### config.mk
export PLATFORM = sky130hd
export DESIGN_NAME = mem_bist_ctrl
export DESIGN_NICKNAME = d
export VERILOG_FILES = /design/src/rtl/mem_bist_pkg.sv /design/src/rtl/mem_bist_pattern.sv /design/src/rtl/mem_bist_ctrl.sv
export SDC_FILE = /design/constraint.sdc
export NUM_CORES = 1
export LEC_CHECK = 0
export CAP_MARGIN = 0
export CORE_ASPECT_RATIO = 0.6
export CORE_MARGIN = 2
export CORE_UTILIZATION = 35
export DETAILED_ROUTE_END_ITERATION = 8
export GPL_TIMING_DRIVEN = 0
export PLACE_DENSITY = 0.61
export SYNTH_ARGS = -nofsm -noshare
export SYNTH_HDL_FRONTEND = slang
export SYNTH_HIERARCHICAL = 1
export SYNTH_SLANG_ARGS = --single-unit
### constraint.sdc
create_clock -name clk_i -period 4 [get_ports clk_i]
set_input_delay 0.8 -clock clk_i [delete_from_list [all_inputs] [get_ports clk_i]]
set_output_delay 0.8 -clock clk_i [all_outputs]
set_load 0.05 [all_outputs]
### src/rtl/mem_bist_pkg.sv
// Shared FSM encoding and phase helpers for the memory BIST controller.
// MEM_BIST_INV_PASS_EN adds the inverted-pattern WR1/RD1 passes.
package mem_bist_pkg;

  typedef enum logic [2:0] {
    IDLE = 3'd0,
    WR0  = 3'd1,
    RD0  = 3'd2,
    WR1  = 3'd3,
    RD1  = 3'd4,
    DONE = 3'd5
  } bist_state_e;

`ifdef MEM_BIST_INV_PASS_EN
  localparam int NUM_PHASES = 4;
`else
  localparam int NUM_PHASES = 2;
`endif

  // Phase that follows a completed sweep; the last sweep lands in DONE.
  function automatic bist_state_e next_phase(input bist_state_e s);
    case (s)
      WR0:     next_phase = RD0;
`ifdef MEM_BIST_INV_PASS_EN
      RD0:     next_phase = WR1;
      WR1:     next_phase = RD1;
`endif
      default: next_phase = DONE;
    endcase
  endfunction

  function automatic logic is_write(input bist_state_e s);
    is_write = (s == WR0) || (s == WR1);
  endfunction

endpackage

### src/rtl/mem_bist_pattern.sv
// Test pattern: address zero-extended/truncated to the data width, optionally inverted.
module mem_bist_pattern #(
  parameter int WIDTH      = 4,
  parameter int ADDR_WIDTH = 4
) (
  input  logic [ADDR_WIDTH-1:0] addr_i,
  input  logic                  inv_i,
  output logic [WIDTH-1:0]      data_o
);

  logic [WIDTH-1:0] base;

  always_comb begin
    base   = WIDTH'(addr_i);
    data_o = inv_i ? ~base : base;
  end

endmodule

### src/rtl/mem_bist_ctrl.sv
// March-style memory BIST: write/read sweeps with stop-on-first-fail capture.
// Define MEM_BIST_INV_PASS_EN to add the inverted WR1/RD1 passes.
module mem_bist_ctrl
  import mem_bist_pkg::*;
#(
  parameter int WIDTH      = 4,
  parameter int DEPTH      = 16,
  parameter int ADDR_WIDTH = $clog2(DEPTH)
) (
  input  logic                  clk_i,
  input  logic                  rst_n_i,
  input  logic                  start_i,
  output logic                  busy_o,
  output logic                  done_o,
  output logic                  fail_o,
  output logic [ADDR_WIDTH-1:0] err_addr_o,
  output logic [WIDTH-1:0]      err_exp_o,
  output logic [WIDTH-1:0]      err_act_o,
  output logic [WIDTH-1:0]      mem_wdata_o,
  output logic [ADDR_WIDTH-1:0] mem_addr_o,
  output logic                  mem_valid_o,
  output logic                  mem_wr_rd_en_o,
  input  logic [WIDTH-1:0]      mem_rdata_i,
  input  logic                  mem_ready_i
);

  localparam logic [ADDR_WIDTH-1:0] LAST_ADDR = ADDR_WIDTH'(DEPTH - 1);

  bist_state_e           state_q, state_d, nxt;
  logic [ADDR_WIDTH-1:0] addr_q, addr_d, err_addr_q, err_addr_d;
  logic [WIDTH-1:0]      err_exp_q, err_exp_d, err_act_q, err_act_d;
  logic                  valid_q, valid_d, busy_q, busy_d;
  logic                  done_q, done_d, fail_q, fail_d;
  logic [WIDTH-1:0]      pat;
  logic                  inv, xfer;

`ifdef MEM_BIST_INV_PASS_EN
  assign inv = (state_q == WR1) || (state_q == RD1);
`else
  assign inv = 1'b0;
`endif

  mem_bist_pattern #(.WIDTH(WIDTH), .ADDR_WIDTH(ADDR_WIDTH)) u_pattern (
    .addr_i (addr_q),
    .inv_i  (inv),
    .data_o (pat)
  );

  // Ready is meaningless without an outstanding request.
  assign xfer = valid_q & mem_ready_i;
  assign nxt  = next_phase(state_q);

  always_comb begin
    state_d    = state_q;
    addr_d     = addr_q;
    valid_d    = valid_q;
    busy_d     = busy_q;
    done_d     = done_q;
    fail_d     = fail_q;
    err_addr_d = err_addr_q;
    err_exp_d  = err_exp_q;
    err_act_d  = err_act_q;
    case (state_q)
      IDLE, DONE: begin
        if (start_i) begin
          state_d    = WR0;
          addr_d     = '0;
          valid_d    = 1'b0;
          busy_d     = 1'b1;
          done_d     = 1'b0;
          fail_d     = 1'b0;
          err_addr_d = '0;
          err_exp_d  = '0;
          err_act_d  = '0;
        end
      end
      default: begin
        if (!valid_q) begin
          valid_d = 1'b1;
        end else if (xfer) begin
          valid_d = 1'b0;
          if (!is_write(state_q) && (mem_rdata_i != pat)) begin
            state_d    = DONE;
            busy_d     = 1'b0;
            done_d     = 1'b1;
            fail_d     = 1'b1;
            err_addr_d = addr_q;
            err_exp_d  = pat;
            err_act_d  = mem_rdata_i;
          end else if (addr_q == LAST_ADDR) begin
            state_d = nxt;
            addr_d  = '0;
            if (nxt == DONE) begin
              busy_d = 1'b0;
              done_d = 1'b1;
            end
          end else begin
            addr_d = addr_q + 1'b1;
          end
        end
      end
    endcase
  end

  always_ff @(posedge clk_i or negedge rst_n_i) begin
    if (!rst_n_i) begin
      state_q    <= IDLE;
      addr_q     <= '0;
      valid_q    <= 1'b0;
      busy_q     <= 1'b0;
      done_q     <= 1'b0;
      fail_q     <= 1'b0;
      err_addr_q <= '0;
      err_exp_q  <= '0;
      err_act_q  <= '0;
    end else begin
      state_q    <= state_d;
      addr_q     <= addr_d;
      valid_q    <= valid_d;
      busy_q     <= busy_d;
      done_q     <= done_d;
      fail_q     <= fail_d;
      err_addr_q <= err_addr_d;
      err_exp_q  <= err_exp_d;
      err_act_q  <= err_act_d;
    end
  end

  assign busy_o         = busy_q;
  assign done_o         = done_q;
  assign fail_o         = fail_q;
  assign err_addr_o     = err_addr_q;
  assign err_exp_o      = err_exp_q;
  assign err_act_o      = err_act_q;
  assign mem_addr_o     = addr_q;
  assign mem_wdata_o    = pat;
  assign mem_valid_o    = valid_q;
  assign mem_wr_rd_en_o = is_write(state_q);

endmodule

==> summary.md <==
| Metric | Value |
|---|---|
| Antenna violations before repair | 0 |
| Clock Skews | 0.00449 ns |
| Gate count of the mapped netlist | 121 |
| Fin. max-slew vios | 0 |
| Share of the synthesized area in the top cell type | 46.3% |
| Final setup violation count | 0 |
| Final RePlAce weighted congestion | 0.735 |
| Vias | 1071 |
| Crit start category | flop |
| # clock sinks | 23 |
| Crit Path Category | flop to output port |
| Antenna Cells | 0 |
| Ys async rst share | 100% |
| Fmax | 357 MHz |
| First-pass GRT wire length | 5170 um |
| Drt pass-1 iters | 4 |
| CTS Buffer Depth | 2 |
| Vias in the first global route | 1034 |
| CP max stage delay | 0.88 ns |
| Root Buffer | clkbuf_8 |
| Via-to-Cell Ratio | 5.22 |
| Die Wd | 80.9 um |
| GR met2 Demand/Resource | 24.7% |
| Post-layout min period | 2.80 ns |
| H-tree depth | 1 |
| Power per cell area | 889 nW/um2 |
| Layout cells sized above 1 | 12.5% |
| Cts repair resizes | 0 |
| Drt total wl | 3090 um |
| Placed cell areas | 1630 um2 |
| Avg WL per Cell | 15.1 um |
| FP Rows | 16 |
| Final net count | 170 |
| Largest area contributor in the netlist | dfrtp_1 |
| Worst-path clk slew | 0.08 ns |
| CP max stage cell | clkdlybuf4s50_1 |
| HPWL Detailed | 2320 um |
| Crit path max fanout | 8 |
| Post-synth EDFFs | 0 |
| Layer with the highest usage | met1 |
| Final Core Density | 50.4% |
| Gr ovfl total | 0 |
| Final Instance Area | 1680 um2 |
| Post-route ant nets | 0 |
| GRT Overall Usage | 16.7% |
| WHS | 0.510 ns |
| Min-delay worst type | flop to flop |
| Die Y | 50.2 um |
| CP Capture Type | output port |
| Synth area leaders | dfrtp_1 (46%), nand3_1 (6.0%), nand2_1 (4.8%) |
| Reg area | 576 um2 |
| Worst VDD drop | 0.318 mV |
| DRC violations left | 0 |
| Largest net degree at the start of global routing | 24 |
| Worst EP required | 3.20 ns |
| Worst-skew pair later-pin latency | 0.26 ns |
| Initial core utilization | 37.4% |
| Crit-path cells | xor2_1, clkdlybuf4s50_1 |
| Core ar. | 3320 um2 |
| Starting DRT DRC Count | 67 |
| Final hold vios | 0 |
| Met3 usage | 5.04% |
| Fin crit share | 70.1% |
| Critical path arrival | 2.00 ns |
| CTS tree | yes |
| Post-CTS Hold Fix Bufs | 0 |
| Total negative slack | 0 ns |
| Worst-margin pin slew | 1.06 ns |
| Max transition margin | 28.9% |
| Synth unique cells | 41 |
| RSZ-0062 raised after global routing | false |
| M1 GR Usage | 24.7% |
| CTS Buf Count | 3 |
| Leak | 0.688 nW |
| Multi-input gate area | 633 um2 |
| Run status | finished clean |
| Postcts setup bufs | 0 |
| Mapped Area | 1240 um2 |
| Yosys warns | 6 |
| IO Count | 33 |
| Filler instances | 326 |
| Top FF cell, synth | dfrtp_1 |
| Syn_area_per_cell | 10.3 um2 |
| Seq/Total Area, Yosys | 46.3% |
| IO buf count | 32 |
| Pwr Total | 1.49 mW |
| Area growth syn-to-layout | 34.8% |
| Total die area | 4060 um2 |
| Max Cap Viol | 0 |
| Flop and latch count out of synthesis | 23 |
[cell usage after synthesis (2+ instances only)]
library cell  instances
buf_2                 3
o311ai_1              3
nand2_1              16
o211ai_1              3
xnor2_1               4
dfrtp_1              23
a21o_1                2
inv_1                 3
nand3_1              15
o21ai_0               2
nor2b_1               2
o31ai_1               2
o21ai_1              11
xor2_1                5
[layout make-up]
| type | count | share of cell area, % |
|---|---|---|
| multi-input combinational | 93 | 37.8 |
| tap | 45 | 3.36 |
| sequential | 23 | 34.4 |
| buffer | 5 | 2.02 |
| inverter | 3 | 0.672 |
| timing repair buffer | 32 | 19.1 |
| clock buffer | 4 | 2.69 |
[worst max-delay path, delay by kind of cell (launching register included)]
| family | cells | cell delay [ns] |
|---|---|---|
| buffers and inverters | 1 | 0.88 |
| DFF | 1 | 0.51 |
| xor gates and xnor gates | 1 | 0.36 |
[power by group]
group	internal, mW	total, mW	leakage, nW	switching, mW
registers	0.315	0.392	0.296	0.0771
clock network	0.0711	0.147	0.0228	0.0755
logic	0.317	0.951	0.369	0.634
total	0.703	1.49	0.688	0.787
[cells in the final DEF (no fill, tap or decap), drive strengths merged, types with 3 or more instances in the layout]
cell           instances
buf                    5
clkdlybuf4s50         32
xor2                   5
o211ai                 4
inv                    3
clkbuf                 4
o21ai                 14
nand3                 15
dfrtp                 23
nand2                 17
conb                   4
o311ai                 3
xnor2                  5
[state kept, by name (all words and copies together), names as in the netlist]
| register | cells |
|---|---|
| busy_o | 1 |
| done_o | 1 |
| err_act_o | 4 |
| err_addr_o | 4 |
| err_exp_o | 4 |
| fail_o | 1 |
| mem_addr_o | 4 |
| mem_valid_o | 1 |
| state_q | 3 |
[routing by layer]
metal / routed length [um] / up-vias
met4: 4 / 0
met5: 0 / -
met2: 1290 / 38
li1: - / 513
met3: 183 / 2
met1: 1610 / 518
[per-stage QoR]
stage	worst slack, ns	instances
floorplan	1.12	124
global placement	1.49	201
detailed placement	1.47	201
CTS	1.19	205
global route	1.10	205
finish	1.20	205
[kinds of logic after synthesis]
family / share of synthesized area, %
AO/OA/AOI/OAI: 22.4
flip-flops: 46.3
buffers and inverters: 3.63
AND/OR/NAND/NOR: 17.0
XOR/XNOR: 7.65
adder cells (fa/ha/maj): 1.01
multiplexers: 1.71
other: 0.302
[worst paths after layout]
check / from / to / slack [ns] / cells after the start
worst max-delay path: mem_addr_o[2]$_DFFE_PN0P_ / mem_wdata_o[2] / 1.20 / 2
worst max register to register: mem_addr_o[1]$_DFFE_PN0P_ / state_q[0]$_DFFE_PN0P_ / 1.96 / 5
max in group asynchronous: rst_n_i / err_act_o[3]$_DFFE_PN0P_ / 2.25 / 1
worst min-delay path: fail_o$_DFFE_PN0P_ / fail_o$_DFFE_PN0P_ / 0.51 / 1
min in group asynchronous: rst_n_i / mem_addr_o[1]$_DFFE_PN0P_ / 1.11 / 1
worst min register to register: fail_o$_DFFE_PN0P_ / fail_o$_DFFE_PN0P_ / 0.51 / 1
Note: power is estimated with default switching activity, not from simulation.
